File: config.mk
export PLATFORM = sky130hd
export DESIGN_NAME = ps2_host_tx
export DESIGN_NICKNAME = d
export VERILOG_FILES = /design/src/rtl/ps2_pkg.sv /design/src/rtl/ps2_line_filter.sv /design/src/rtl/ps2_host_tx.sv
export SDC_FILE = /design/constraint.sdc
export NUM_CORES = 1
export LEC_CHECK = 0
export CAP_MARGIN = 25
export CORE_MARGIN = 10
export CORE_UTILIZATION = 54
export CTS_CLUSTER_DIAMETER = 60
export DETAILED_ROUTE_END_ITERATION = 6
export PLACE_DENSITY_LB_ADDON = 0.08
export SETUP_SLACK_MARGIN = 0.5
export SKIP_LAST_GASP = 1
export SLEW_MARGIN = 20
export SYNTH_ARGS = -nofsm -noshare
export SYNTH_HDL_FRONTEND = slang
export SYNTH_SLANG_ARGS = --single-unit
export TNS_END_PERCENT = 30
File: constraint.sdc
create_clock -name clk -period 2 [get_ports clk]
set_input_delay 0.6 -clock clk [delete_from_list [all_inputs] [get_ports clk]]
set_output_delay 0.6 -clock clk [all_outputs]
set_load 0.02 [all_outputs]
File: src/rtl/ps2_pkg.sv
// Shared types and constants for the host-side PS/2 transmitter.
package ps2_pkg;

   // Transfer sequencing states of the host transmitter.
   typedef enum logic [2:0] {
      IDLE,
      INHIBIT,
      RTS,
      SEND,
      ACK,
      RELEASE,
      DONE
   } ps2_state_t;

   // Cycles the synchronised pin must hold a new level before it is accepted.
   localparam int FILT_LEN = 4;

   // Data bits + parity + stop shifted out after the start bit.
   localparam int FRAME_BITS = 10;

   // Clock-line inhibit length in clk cycles.
   function automatic int calc_inhibit_cyc(input int clkfreq_khz, input int inhibit_us);
      return (clkfreq_khz * inhibit_us) / 1000;
   endfunction

   // Transfer timeout in clk cycles.
   function automatic int calc_timeout_cyc(input int clkfreq_khz, input int timeout_ms);
      return clkfreq_khz * timeout_ms;
   endfunction

endpackage

File: src/rtl/ps2_line_filter.sv
// Two-flop synchroniser followed by a stability filter for one PS/2 pin.
// The output level follows the pin only after it has been steady for
// FILT_LEN consecutive cycles, so short glitches never reach the FSM.
module ps2_line_filter
   import ps2_pkg::*;
(
   input  logic clk,
   input  logic rst_n,
   input  logic pin_in,
   output logic level
);

   localparam int CNT_W = (FILT_LEN > 2) ? $clog2(FILT_LEN) : 1;

   logic             sync1_reg;
   logic             sync2_reg;
   logic             level_reg;
   logic [CNT_W-1:0] cnt_reg;

   // Bring the asynchronous pin into the clk domain (idle level is high).
   always_ff @(posedge clk or negedge rst_n) begin
      if (!rst_n) begin
         sync1_reg <= 1'b1;
         sync2_reg <= 1'b1;
      end else begin
         sync1_reg <= pin_in;
         sync2_reg <= sync1_reg;
      end
   end

   // Count consecutive cycles of disagreement; adopt the new level on the last one.
   always_ff @(posedge clk or negedge rst_n) begin
      if (!rst_n) begin
         level_reg <= 1'b1;
         cnt_reg   <= '0;
      end else if (sync2_reg == level_reg) begin
         cnt_reg <= '0;
      end else if (cnt_reg == CNT_W'(FILT_LEN - 1)) begin
         level_reg <= sync2_reg;
         cnt_reg   <= '0;
      end else begin
         cnt_reg <= cnt_reg + CNT_W'(1);
      end
   end

   assign level = level_reg;

endmodule

File: src/rtl/ps2_host_tx.sv
// Host-to-device PS/2 transmitter: inhibits the clock, issues the
// request-to-send, shifts one byte out on device clock falls and samples
// the device acknowledge, guarded by an overall timeout.
module ps2_host_tx
   import ps2_pkg::*;
#(
   parameter int CLKFREQ_KHZ = 7000,
   parameter int INHIBIT_US  = 120,
   parameter int TIMEOUT_MS  = 15
) (
   input  logic       clk,
   input  logic       rst_n,
   input  logic       start,
   input  logic [7:0] din,
   output logic       busy,
   output logic       done,
   output logic       ack_ok,
   output logic       error,
   input  logic       ps2clk_in,
   input  logic       ps2data_in,
   output logic       ps2clk_oe,
   output logic       ps2data_oe
);

   localparam int INHIBIT_CYC = calc_inhibit_cyc(CLKFREQ_KHZ, INHIBIT_US);
   localparam int TIMEOUT_CYC = calc_timeout_cyc(CLKFREQ_KHZ, TIMEOUT_MS);
   localparam int INH_W       = (INHIBIT_CYC > 1) ? $clog2(INHIBIT_CYC) : 1;
   localparam int TMO_W       = (TIMEOUT_CYC > 1) ? $clog2(TIMEOUT_CYC) : 1;

   ps2_state_t state_reg, state_next;
   logic [FRAME_BITS-1:0] shreg_reg, shreg_next;
   logic [3:0]            bitcnt_reg, bitcnt_next;
   logic [INH_W-1:0]      inh_cnt_reg, inh_cnt_next;
   logic [TMO_W-1:0]      tmo_cnt_reg, tmo_cnt_next;
   logic                  ack_ok_reg, ack_ok_next;
   logic                  error_reg, error_next;
   logic                  data_oe_reg, data_oe_next;
   logic                  clk_prev_reg;

   logic clk_filt;
   logic data_filt;
   logic clk_fall;
   logic tmo_expired;

   ps2_line_filter u_clk_filter (
      .clk    (clk),
      .rst_n  (rst_n),
      .pin_in (ps2clk_in),
      .level  (clk_filt)
   );

   ps2_line_filter u_data_filter (
      .clk    (clk),
      .rst_n  (rst_n),
      .pin_in (ps2data_in),
      .level  (data_filt)
   );

   // Falling edge of the filtered device clock, high for exactly one cycle.
   assign clk_fall    = clk_prev_reg & ~clk_filt;
   assign tmo_expired = (tmo_cnt_reg == TMO_W'(TIMEOUT_CYC - 1));

   // State and datapath registers; reset releases both lines immediately.
   always_ff @(posedge clk or negedge rst_n) begin
      if (!rst_n) begin
         state_reg    <= IDLE;
         shreg_reg    <= '0;
         bitcnt_reg   <= '0;
         inh_cnt_reg  <= '0;
         tmo_cnt_reg  <= '0;
         ack_ok_reg   <= 1'b0;
         error_reg    <= 1'b0;
         data_oe_reg  <= 1'b0;
         clk_prev_reg <= 1'b1;
      end else begin
         state_reg    <= state_next;
         shreg_reg    <= shreg_next;
         bitcnt_reg   <= bitcnt_next;
         inh_cnt_reg  <= inh_cnt_next;
         tmo_cnt_reg  <= tmo_cnt_next;
         ack_ok_reg   <= ack_ok_next;
         error_reg    <= error_next;
         data_oe_reg  <= data_oe_next;
         clk_prev_reg <= clk_filt;
      end
   end

   // Next-state and datapath decisions for one host-to-device transfer.
   always_comb begin
      state_next   = state_reg;
      shreg_next   = shreg_reg;
      bitcnt_next  = bitcnt_reg;
      inh_cnt_next = inh_cnt_reg;
      tmo_cnt_next = tmo_cnt_reg;
      ack_ok_next  = ack_ok_reg;
      error_next   = error_reg;
      data_oe_next = data_oe_reg;

      case (state_reg)
         IDLE: begin
            data_oe_next = 1'b0;
            if (start) begin
               // Frame is stop, odd parity, then the byte, shifted out LSB first.
               shreg_next   = {1'b1, ~^din, din};
               ack_ok_next  = 1'b0;
               error_next   = 1'b0;
               bitcnt_next  = '0;
               inh_cnt_next = '0;
               state_next   = INHIBIT;
            end
         end
         INHIBIT: begin
            tmo_cnt_next = '0;
            if (inh_cnt_reg == INH_W'(INHIBIT_CYC - 1)) begin
               state_next = RTS;
            end else begin
               inh_cnt_next = inh_cnt_reg + INH_W'(1);
            end
         end
         RTS: begin
            // Data pulled low here is the start bit; it stays low into SEND.
            data_oe_next = 1'b1;
            tmo_cnt_next = tmo_cnt_reg + TMO_W'(1);
            state_next   = SEND;
         end
         SEND: begin
            tmo_cnt_next = tmo_cnt_reg + TMO_W'(1);
            if (tmo_expired) begin
               error_next   = 1'b1;
               ack_ok_next  = 1'b0;
               data_oe_next = 1'b0;
               state_next   = DONE;
            end else if (clk_fall) begin
               data_oe_next = ~shreg_reg[0];
               shreg_next   = {1'b0, shreg_reg[FRAME_BITS-1:1]};
               bitcnt_next  = bitcnt_reg + 4'd1;
               if (bitcnt_reg == 4'(FRAME_BITS - 1)) begin
                  state_next = ACK;
               end
            end
         end
         ACK: begin
            tmo_cnt_next = tmo_cnt_reg + TMO_W'(1);
            if (tmo_expired) begin
               error_next   = 1'b1;
               ack_ok_next  = 1'b0;
               data_oe_next = 1'b0;
               state_next   = DONE;
            end else if (clk_fall) begin
               ack_ok_next  = ~data_filt;
               data_oe_next = 1'b0;
               state_next   = RELEASE;
            end
         end
         RELEASE: begin
            tmo_cnt_next = tmo_cnt_reg + TMO_W'(1);
            if (tmo_expired) begin
               // The sampled acknowledge is kept; only the error flag is raised.
               error_next = 1'b1;
               state_next = DONE;
            end else if (clk_filt && data_filt) begin
               state_next = DONE;
            end
         end
         DONE: begin
            state_next = IDLE;
         end
         default: begin
            state_next = IDLE;
         end
      endcase
   end

   assign busy       = (state_reg != IDLE);
   assign done       = (state_reg == DONE);
   assign ack_ok     = ack_ok_reg;
   assign error      = error_reg;
   assign ps2clk_oe  = (state_reg == INHIBIT) || (state_reg == RTS);
   assign ps2data_oe = (state_reg == RTS) ||
                       (((state_reg == SEND) || (state_reg == ACK)) && data_oe_reg);

endmodule

### Word-level counts from Yosys, hierarchy flattened

Index checks and enable logic that the tools add are counted.

| cells by class | value |
|---|---|
| add/sub/neg operators | 5 |
| equal/unequal tests | 24 |
| mux-type cells | 38 |
| bitwise gates (word level) | 6 |
| reduce and logical (&&, ||, !) cells | 24 |

Operators by type and width:

| cell | number |
|---|---|
| 10-bit two-way mux | 5 |
| 10-bit one-hot mux with 2 select lines | 2 |
| 17-bit one-hot mux with 2 select lines | 1 |
| 3-bit two-way mux | 9 |
| 3-bit one-hot mux with 6 select lines | 1 |
| 17-bit by 1-bit adder with 17-bit output (second input constant) | 1 |
| 17-bit == test (second input constant) | 1 |
| 4-bit two-way mux | 3 |
| 2-bit != test (second input constant) | 6 |
| 3-bit != test (second input constant) | 4 |
| 10-bit by 1-bit adder with 10-bit output (second input constant) | 1 |
| 10-bit == test (second input constant) | 1 |
| 3-bit == test (second input constant) | 3 |
| 1-bit two-way mux | 9 |
| 3-bit AND reduction | 3 |
| 2-bit two-way mux | 4 |
| 4-bit one-hot mux with 2 select lines | 1 |
| 4-bit AND reduction | 2 |
| 2-bit nonzero test | 4 |
| 8-bit XNOR reduction | 1 |
| 3-bit by 2-bit == test with 1-bit output (second input constant) | 2 |
| 6-bit AND reduction | 1 |
| 3-bit nonzero test | 2 |
| 1-bit inverter | 5 |
| 18 further kinds | 25 |

| word-level totals | value |
|---|---|
| flip-flop bits (word level) | 58 |
| input port bits | 13 |
| output and inout port bits | 6 |
| logic and storage cells | 114 |

### Depth between registers and ports, before layout

Gate-level depths: netlist of the first run.

| depth | value |
|---|---|
| word-level depth | 5 |
| depth in mapped cells | 7 |
| depth with buffers taken out | 7 |

### Cells and area by module

From an unflattened synthesis of the first run, not the netlist that was laid out.

| second synthesis, totals | value |
|---|---|
| cell total of the unflattened synthesis | 305 |
| area total of the unflattened synthesis | 3134.3 µm² |

By module, submodules not included:

| module | instances | cells an instance | area each (µm²) | sequential area each (µm²) |
|---|---|---|---|---|
| ps2_host_tx | 1 | 285 | 2778.9 | 1202.4 |
| ps2_line_filter | 2 | 10 | 177.7 | 128.9 |

### Least setup slack after synthesis of the first run

Ideal clock, no wire load.

| timing path | value |
|---|---|
| path type | register to output |
| from | register state_reg[2] |
| to | output port ps2data_oe |
| arrival time | 1381 ps |
| required time | 1400 ps |
| path slack | 19 ps |
| cell stages (with the launch flop) | 5 |
| path buffers | 1 |
| path through | dfrtp_1 -> buf_2 -> nor2_1 -> a21oi_1 -> o21ai_0 |

| on the way | value |
|---|---|
| cells in the longest elaborated chain, start to end | 4 |
| elaborated cells between the ends (all ways) | 6 |
| those cells by class | eq/ne (3); reduce/logical (3) |

RTL lines:

| element | RTL line | source |
|---|---|---|
| start, declared | ps2_host_tx.sv:30 | `ps2_state_t state_reg, state_next;` |
| start signal, assigned | ps2_host_tx.sv:76 | `state_reg <= state_next;` |
| 3-bit by 2-bit == test with 1-bit output or 3-bit == test (tied branches) | ps2_host_tx.sv:180 | `(((state_reg == SEND) \|\| (state_reg == ACK)) && data_oe_reg);` |
| 1-bit logical OR | ps2_host_tx.sv:180 |  |
| 1-bit logical AND | ps2_host_tx.sv:180 |  |
| 1-bit logical OR (*) | ps2_host_tx.sv:179 | `assign ps2data_oe = (state_reg == RTS) \|\|` |
| end, declared | ps2_host_tx.sv:22 | `output logic ps2data_oe` |

Mark *: on every way between the ends. The rest lies on a longest branch, timed or not.

### Worst setup path in the final report of the first run

| timing path | value |
|---|---|
| from | register tmo_cnt_reg[10] |
| to | register ack_ok_reg (netlist: ack_ok) |

| on the way | value |
|---|---|
| cells in the longest elaborated chain, start to end | 3 |
| elaborated cells between the ends (all ways) | 6 |
| those cells by class | eq/ne (3); mux (2); reduce/logical (1) |

RTL lines:

| element | RTL line | source |
|---|---|---|
| start, declared | ps2_host_tx.sv:34 | `logic [TMO_W-1:0] tmo_cnt_reg, tmo_cnt_next;` |
| start signal, assigned | ps2_host_tx.sv:80 | `tmo_cnt_reg <= tmo_cnt_next;` |
| 17-bit == test (*) | ps2_host_tx.sv:61 | `assign tmo_expired = (tmo_cnt_reg == TMO_W'(TIMEOUT_CYC - 1));` |
| 3-bit != test (no source line), or another cell as far along | - |  |
| 4-bit AND reduction (no source line) or 1-bit one-hot mux with 3 select lines (tied branches) | - |  |
| end signal, assigned | ps2_host_tx.sv:81 | `ack_ok_reg <= ack_ok_next;` |
| end, declared | ps2_host_tx.sv:35 | `logic ack_ok_reg, ack_ok_next;` |

Marks and branches as above.
A chain may end at the register's enable or synchronous reset.

==> reports/metrics.yaml, run 1 <==
status: "finished, violations left"
violations: "negative setup slack"
critPathArrivalTime_ps: 2250
antenna_found_initial: 0
worstSetupEndpoint: "ack_ok"
largest_reg_flops: 17
syn_nets: 341
die_h_microns: 96.6
drv_slew: 0
synthAdderAreaFrac: 0.0355
cts.sinks: 58
fin_util: 0.769
leakagePower_uw: 0.00192
synthArstFlopShare: 1.00
cts_root_buf: "clkbuf_8"
rsz0062_at_grt: "true"
route.detailed.drc: 0
yosys.area_share.simple: 0.204
clk_path_buf_depth: 2
worst_ep_required_time_ps: 2230
synth_ff_type: "dfrtp_1"
setup_violations: 1
final_cell_mix: "buf_4 (54), dfrtp_1 (47), nand2_1 (33)"
grt_max_degree: 59
rrSetupSlack_ps: -20
hold_viol: 0
first_global_vias: 2588
yosysUniqueCellTypes: 57
fin_tns_setup_ps: -17.0
area_delta_synth_final_pct: 36.1
final_cells: 475
critPathLaunch: "tmo_cnt_reg[10]"
antenna_left: 0
synth_edf_count: 0
via_count: 2719
finalCriticalPeriod_ps: 2020
ys_ff_latch: 58
hold_buffers: 0
gp_congestion: 0.856
start_kind: "register"
avgRoutedWirePerCell_microns: 16.4
timing.rr.end: "ack_ok"
crit_path_max_incr_delay_ps: 510
firstDrtPassIters: 5
ios: 19
final_common_cell: "buf_4"
grt_pass1_wl_microns: 12100
ys_seq_area_frac: 0.461
synth_area_sq_um: 3170
synth_top_family_by_area: "simple AND/OR/NAND/NOR gates"
port_buffers: 18
slew_headroom: 0.764
place_inst: 437
drive_above_1_share: 0.342
max_freq_ghz: 0.496
crit_type: "register to register"
clkLatencyLatePin_ps: 350
tightest_slew_ps: 352
routed_wl_microns: 7790
hpwl_microns: 5030
n_antenna_cell: 0
die-area_sq_um: 9330
drv_cap: 0
layout_setup_ws_ps: -17.0
h-tree-depth: 3
yosys_warnings: 0
timing.rr.start: "tmo_cnt_reg[10]"
rows: 27
synth_xor_xnor_area_share: 0.0525
die_x_microns: 96.6
core-area_sq_um: 5610
ir_drop_mv: 0.801
clock_skew_ps: 4.63
clkTransAtPathRegs_ps: 70
muxShareOfSynthArea: 0.0655
cts_buffers: 9
drt_iter0_markers: 140
r2r_cells: 5
final_nets: 420
holdCritPathClass: "primary input to async pin"
vias_per_cell: 5.72
power_density_nw_per_um2: 1240
synth_compound_area_frac: 0.154
worstPathMaxFanout: 5
cp_cell_sequence: "or3b_1 -> or4_4 -> o21ai_4 -> nand3_2 -> mux2_4"
cts_tree: "built"
crit_path_end_kind: "register"
start_util: 0.565
overflow: 0
syn_avg_cell_area_sq_um: 9.94
slowest_stage: "or4_4"
synth_cells: 319
final.period_utilization: 1.01
grtUsageTotal: 0.150
## logic make-up after synthesis
kind of cell,after synthesis
XOR/XNOR,19
AND/OR/NAND/NOR,121
flip-flops,58
buffers and inverters,21
AO/OA/AOI/OAI,72
adder cells (fa/ha/maj),9
multiplexers,19
## stage by stage
stage                     total power (uW)  hold slack [ps]  instance area [sq um]  worst slack, ps
after detailed placement              3810              349                   3730             -411
final                                 5370              262                   4310            -17.0
after floorplan                       3060              304                   3210             73.4
after global placement                3730              347                   3730             -378
after global routing                  5720              288                   4310             -142
after CTS                             4840              280                   4000             20.6
## final cells by class
| type | instances | area (sq um) |
|---|---|---|
| Multi-Input combinational cell | 240 | 1830 |
| Sequential cell | 58 | 1470 |
| Fill cell | 383 | 1290 |
| Timing Repair Buffer | 81 | 727 |
| Clock buffer | 11 | 141 |
| Tap cell | 72 | 90.1 |
| Clock inverter | 5 | 30.0 |
| Inverter | 8 | 30.0 |
## worst min path at each step
stage | startpoint | to | slack [ps] | cells past startpoint
floorplan | rst_n | ack_ok | 300 | 0
global placement | u_data_filter.sync1_reg | u_data_filter.sync2_reg | 350 | 0
detailed placement | u_clk_filter.sync1_reg | u_clk_filter.sync2_reg | 350 | 0
CTS | rst_n | inh_cnt_reg[5] | 280 | 2
global route | rst_n | inh_cnt_reg[5] | 290 | 2
finish | rst_n | inh_cnt_reg[5] | 260 | 2
## repair_timing
action | 4_1_cts | 5_1_grt
pin swaps | 4 | 14
setup buffers | 7 | 12
cloned | 1 | 2
endpoints found under the setup margin | 51 | 53
gates resized for setup | 33 | 43
hold endpoints to repair | 0 | 0
## per-layer routing
layer	routed length, microns	up-vias	track usage
li1	-	1325	-
met1	3470	1327	0.184
met2	3960	51	0.251
met3	210	16	0.0277
met4	161	0	0.0643
met5	0	-	0
## synth_stat cells, drive strengths merged (2+ instances only)
| master | n | share of area |
|---|---|---|
| nand4bb | 2 | 0.0071 |
| xnor2 | 18 | 0.050 |
| inv | 8 | 0.0095 |
| nand4 | 4 | 0.0079 |
| o21ai | 25 | 0.044 |
| and4 | 3 | 0.0083 |
| ha | 9 | 0.036 |
| o311ai | 3 | 0.0083 |
| a211oi | 4 | 0.0095 |
| and3 | 5 | 0.0099 |
| or4 | 2 | 0.0059 |
| a21oi | 13 | 0.021 |
| nand2b | 3 | 0.0059 |
| buf | 8 | 0.012 |
| nor4b | 2 | 0.0055 |
| a22o | 2 | 0.0055 |
| a31oi | 3 | 0.0059 |
| o21bai | 2 | 0.0047 |
| mux2 | 4 | 0.014 |
| o41ai | 3 | 0.0083 |
| nor2b | 4 | 0.0079 |
| dfrtp | 51 | 0.40 |
| nor2 | 24 | 0.029 |
| mux2i | 15 | 0.051 |
| nand3 | 20 | 0.032 |
| o31ai | 5 | 0.012 |
| or3 | 5 | 0.0099 |
| nand2 | 34 | 0.040 |
| o211ai | 3 | 0.0071 |
| dfstp | 7 | 0.058 |
| clkbuf | 5 | 0.0059 |
| o32a | 2 | 0.0063 |
| nor3 | 5 | 0.0079 |
## worst max-delay path, delay by kind of cell (launching register included)
family,cells,cell delay [ps]
and+or+nand+nor,3,1000
DFF,1,380
muxes,1,310
AOI/OAI and AO/OA,1,210
## power breakdown
| group | switching (uW) | internal [uW] |
|---|---|---|
| clock network | 478 | 476 |
| registers | 265 | 1490 |
| logic | 1330 | 1330 |
| total | 2070 | 3300 |
(Power assumes the default switching activity.)
==> inputs of run 2 (changes only) <==
- HOLD_SLACK_MARGIN: unset -> 0.1
- REMOVE_ABC_BUFFERS: unset -> 1
==> run 2 against run 1 <==
The flow still finishes with violations (negative setup slack); total power increased by 5.1%; utilization rose by 1.4 points; critical endpoint is now data_oe_reg; critical path type unchanged; clock skew up 1.9 ps; combinational power grew 6%; largest power group unchanged; clock-buffer cell count grew 2; critical path depth rose by 2; highest routed layer unchanged; largest cell class unchanged.
==> reports/metrics.yaml, run 2 (synthesis gave the netlist of run 1 again) <==
final_common_cell: "buf_4"
routed_wl_microns: 8250  # +5.8%
drv_slew: 0  # unchanged
area_delta_synth_final_pct: 38.6
clkLatencyLatePin_ps: 340  # about the same
die_x_microns: 96.6  # unchanged
route.detailed.drc: 0  # unchanged
ios: 19  # unchanged
slowest_stage: "nor4b_1"
rsz0062_at_grt: "true"
final_cell_mix: "buf_4 (66), dfrtp_1 (49), nand2_1 (32)"
leakagePower_uw: 0.00198  # +3.2%
critPathArrivalTime_ps: 2410  # +160 ps
overflow: 0  # unchanged
drive_above_1_share: 0.336  # -0.00667
rows: 27  # unchanged
critPathLaunch: "tmo_cnt_reg[3]"
violations: "negative setup slack"
grt_pass1_wl_microns: 13000  # +8.1%
grt_max_degree: 59  # unchanged
finalCriticalPeriod_ps: 2210  # +189 ps
cts_tree: "built"
crit_path_end_kind: "register"
holdCritPathClass: "primary input to async pin"
placed_area_sq_um: 3780  # +1.3%
design_area_sq_um: 4390  # +1.8%
die-area_sq_um: 9330  # unchanged
cts.sinks: 58  # unchanged
port_buffers: 18  # unchanged
tightest_slew_ps: 492  # +139 ps
worstPathMaxFanout: 4  # -1
avgRoutedWirePerCell_microns: 17.1  # +4.0%
first_global_vias: 2759  # +6.6%
start_util: 0.565  # unchanged
final.period_utilization: 1.10  # +0.0947
final_cells: 483  # +1.7%
place_inst: 446  # +2.1%
cts_root_buf: "clkbuf_8"
gp_congestion: 0.858  # +0.28%
power_density_nw_per_um2: 1280  # +3.2%
layout_setup_ws_ps: -206  # -189 ps
worst_ep_required_time_ps: 2200  # -30 ps
hold_viol: 0  # unchanged
path_common_cell: "buf_4"
antenna_found_initial: 0  # unchanged
hpwl_microns: 5020  # -0.20%
start_kind: "register"
cp_cell_sequence: "nor4b_1 -> buf_4 -> nand3_1 -> o21ai_4 -> buf_4 -> a2bb2oi_1 -> a21oi_1"
clkTransAtPathRegs_ps: 70  # about the same
firstDrtPassIters: 4  # -1
hold_buffers: 0  # unchanged
slew_headroom: 0.668  # -0.0958
die_h_microns: 96.6  # unchanged
vias_per_cell: 5.80  # +1.3%
r2r_cells: 7  # +2
drv_cap: 0  # unchanged
clk_path_buf_depth: 2  # unchanged
cts_buffers: 9  # unchanged
clock_skew_ps: 6.55  # +1.93 ps
setup_violations: 6  # +5
timing.rr.start: "tmo_cnt_reg[3]"
largest_reg_flops: 17  # unchanged
antenna_left: 0  # unchanged
max_freq_ghz: 0.453  # -8.6%
grtUsageTotal: 0.161  # +0.0104
h-tree-depth: 3  # unchanged
via_count: 2802  # +3.1%
core-area_sq_um: 5610  # unchanged
final_nets: 428  # +1.9%
status: "finished, violations left"
crit_path_max_incr_delay_ps: 510  # about the same
drt_iter0_markers: 148  # +5.7%
n_antenna_cell: 0  # unchanged
ir_drop_mv: 0.789  # -1.5%
crit_type: "register to register"
run 2: repair_timing:
item,in CTS,in global routing
setup endpoints to repair,52,53
buffers inserted,7,13
pin swaps,14,10
resized for setup,45,29
cloned,0,1
run 2: routing by layer:
metal / share of wire / wire [microns] / vias to the layer above / GRT usage
met4: 0.027 / 223 / 0 / 0.0519
met1: 0.43 / 3520 / 1390 / 0.200
met2: 0.51 / 4180 / 62 / 0.265
met3: 0.040 / 328 / 19 / 0.0390
met5: 0 / 0 / - / 0
li1: - / - / 1331 / -
run 2: final timing paths:
| kind | endpoint | slack (ps) |
|---|---|---|
| setup / recovery | data_oe_reg | -210 |
| hold / removal | inh_cnt_reg[6] | 250 |
| setup reg to reg | data_oe_reg | -210 |
| hold reg to reg | u_clk_filter.sync2_reg | 360 |
| max in group asynchronous | u_clk_filter.sync1_reg | 1440 |
| min in group clk | u_clk_filter.sync2_reg | 360 |
run 2: area by class of cell:
cell class / count / area, sq um
sequential: 58 / 1460
inverter: 8 / 30.0
timing repair buffer: 89 / 768
clock buffer: 13 / 159
clock inverter: 3 / 40.0
multi-input combinational: 240 / 1840
fill: 372 / 1210
tap: 72 / 90.1
run 2: report_power, final:
group | switching (uW) | internal (uW) | leakage (uW)
Sequential | 230 | 1490 | 0.000749
Clock | 468 | 640 | 0.000103
Combinational | 1440 | 1370 | 0.00113
Total | 2140 | 3510 | 0.00198
run 2: worst max-delay path, delay by kind of cell, from the launching register on:
| kind | cells | cell delay [ps] |
|---|---|---|
| and+or+nand+nor | 2 | 720 |
| AOI/OAI and AO/OA | 3 | 580 |
| DFF | 1 | 430 |
| buffers and inverters | 2 | 340 |
run 2: per-stage QoR:
| step | hold slack (ps) | utilization | setup TNS (ps) | worst slack [ps] | total power, uW |
|---|---|---|---|---|---|
| after floorplan | 304 | - | -1170 | -272 | 2940 |
| after global placement | 348 | 0.674 | -9350 | -494 | 3820 |
| after detailed placement | 351 | 0.674 | -10330 | -536 | 3890 |
| after CTS | 273 | 0.740 | 0 | 6.06 | 5210 |
| after global routing | 271 | 0.783 | -518 | -189 | 5980 |
| final | 254 | 0.783 | -445 | -206 | 5640 |
==> inputs of run 3 (changes only) <==
- SKIP_LAST_GASP: 1 -> unset
==> run 3 against run 2 <==
The flow still finishes with violations (negative setup slack); critical endpoint unchanged; combinational power grew 2%; clock-buffer cell count is the same; clock skew is essentially flat; hold slack lost 6.2 ps; sequential share of layout area shrank 0.26 points; utilization grew 0.62 points; critical path depth is the same.
==> reports/metrics.yaml, run 3 (synthesis gave the netlist of run 1 again) <==
clock_power_share: 0.193  # -0.003
route.met3.wl_microns: 335  # +2.1%
drv_cap: 0  # unchanged
clkTransAtPathRegs_ps: 70  # about the same
ir_drop_mv: 0.798  # +1.2%
top_layer: "met4"
h-tree-depth: 3  # unchanged
rsz0062_at_grt: "true"
start_kind: "register"
worstPathMaxFanout: 4  # unchanged
fin_tns_setup_ps: -202  # +243 ps
clock_skew_ps: 6.43  # -0.122 ps
status: "finished, violations left"
grt_pass1_wl_microns: 13000  # unchanged
cts_buffers: 9  # unchanged
power_frac_comb: 0.503  # +0.004
first_global_vias: 2759  # unchanged
crit_path_end_kind: "register"
via_count: 2818  # +0.57%
nFillCells: 361  # -3.0%
final_nets: 428  # unchanged
seqCellArea_sq_um: 1460  # unchanged
hold_viol: 0  # unchanged
n_antenna_cell: 0  # unchanged
worst_ep_required_time_ps: 2200  # about the same
p_sw_frac: 0.381  # +0.00253
drt_iter0_markers: 204  # +38%
power_density_nw_per_um2: 1290  # +0.38%
largest_reg_flops: 17  # unchanged
routed_wl_microns: 8400  # +1.8%
placed_area_sq_um: 3780  # unchanged
layout_setup_ws_ps: -127  # +79.6 ps
cts_tree: "built"
drive_above_1_share: 0.350  # +0.0146
place_inst: 446  # unchanged
final.period_utilization: 1.06  # -0.0398
leakagePower_uw: 0.00199  # +0.54%
die-area_sq_um: 9330  # unchanged
antenna_found_initial: 0  # unchanged
slew_headroom: 0.712  # +0.0439
power.net_switching_uw: 2180  # +1.9%
fin_util: 0.790  # +0.00625
core-area_sq_um: 5610  # unchanged
critPathArrivalTime_ps: 2330  # -80 ps
die_h_microns: 96.6  # unchanged
vias_per_cell: 5.83  # +0.57%
final_common_cell: "buf_4"
fin_hold_ws_ps: 248  # -6.25 ps
gp_congestion: 0.858  # unchanged
setup_violations: 4  # -2
hold_buffers: 0  # unchanged
die_x_microns: 96.6  # unchanged
wl_met2_microns: 4340  # +3.8%
cts_root_buf: "clkbuf_8"
met1_length_microns: 3550  # +0.91%
clkLatencyLatePin_ps: 340  # about the same
finalCriticalPeriod_ps: 2130  # -79.6 ps
rows: 27  # unchanged
clk_path_buf_depth: 2  # unchanged
grt_max_degree: 59  # unchanged
crit_type: "register to register"
cts.sinks: 58  # unchanged
hpwl_microns: 5020  # unchanged
drv_slew: 0  # unchanged
multi_input_area_sq_um: 1860  # +1.2%
route.detailed.drc: 0  # unchanged
start_util: 0.565  # unchanged
holdCritPathClass: "primary input to async pin"
final_cells: 483  # unchanged
final_cell_mix: "buf_4 (63), dfrtp_1 (49), nand2_1 (32)"
port_buffers: 18  # unchanged
ios: 19  # unchanged
area_delta_synth_final_pct: 39.7
overflow: 0  # unchanged
grtUsageTotal: 0.161  # unchanged
firstDrtPassIters: 4  # unchanged
antenna_left: 0  # unchanged
violations: "negative setup slack"
avgRoutedWirePerCell_microns: 17.4  # +1.8%
seqPwrFrac: 0.304  # about the same
design_area_sq_um: 4430  # +0.80%
tightest_slew_ps: 427  # -64.9 ps
max_freq_ghz: 0.470  # +3.7%
internal-power_uw: 3530  # +0.77%
## run 3: cell count changes in the layout (fill, tap and decap cells not counted), sizes merged
cell | previous run | this run
clkdlybuf4s50 | 12 | 10
buf | 74 | 76
## run 3: power by group through the flow
stage | Sequential, uW | Combinational, uW | Clock [uW]
floorplan | 1740 | 1200 | 0
global placement | 1700 | 2120 | 0
detailed placement | 1720 | 2170 | 0
CTS | 1710 | 2390 | 1110
global route | 1770 | 3120 | 1180
finish | 1740 | 2870 | 1100
## run 3: worst max-delay path: stages (launching register included)
cell       delay, ps
dfrtp_1          430
nor4b_1          460
buf_4            200
nand3_1          210
o21ai_4          240
buf_4            150
a2bb2oi_1        210
a21oi_1          100
## run 3: metal layers
layer	GRT usage	vias up
li1	-	1333
met1	0.200	1393
met2	0.265	76
met3	0.0390	16
met4	0.0519	0
met5	0	-
## run 3: cell type report
type	instances	area share
well taps	72	0.0203
multi-input cells	240	0.421
clock buffers	13	0.0359
repair buffers	89	0.177
clock inverters	3	0.00904
inverters	8	0.00678
flip-flops and latches	58	0.330
## run 3: final timing paths
check | from | end | slack (ps) | cells after the start
min in group clk | u_clk_filter.sync1_reg | u_clk_filter.sync2_reg | 360 | 0
min reg2reg | u_clk_filter.sync1_reg | u_clk_filter.sync2_reg | 360 | 0
max reg2reg | tmo_cnt_reg[3] | data_oe_reg | -130 | 7
max | tmo_cnt_reg[3] | data_oe_reg | -130 | 7
min | rst_n | inh_cnt_reg[6] | 250 | 2
max in group asynchronous | rst_n | u_clk_filter.sync1_reg | 1430 | 2
## run 3: per-stage QoR
stage | setup WS, ps | total power, uW
final | -127 | 5710
after global routing | -188 | 6060
after CTS | 6.06 | 5210
after detailed placement | -536 | 3890
after global placement | -494 | 3820
after floorplan | -272 | 2940
## run 3: repair_timing
action,in CTS,in global routing
pin swaps,14,14
gates cloned,0,1
setup endpoints to repair,52,53
endpoints found under the hold margin,0,0
gates resized for setup,45,50
buffers inserted,7,13
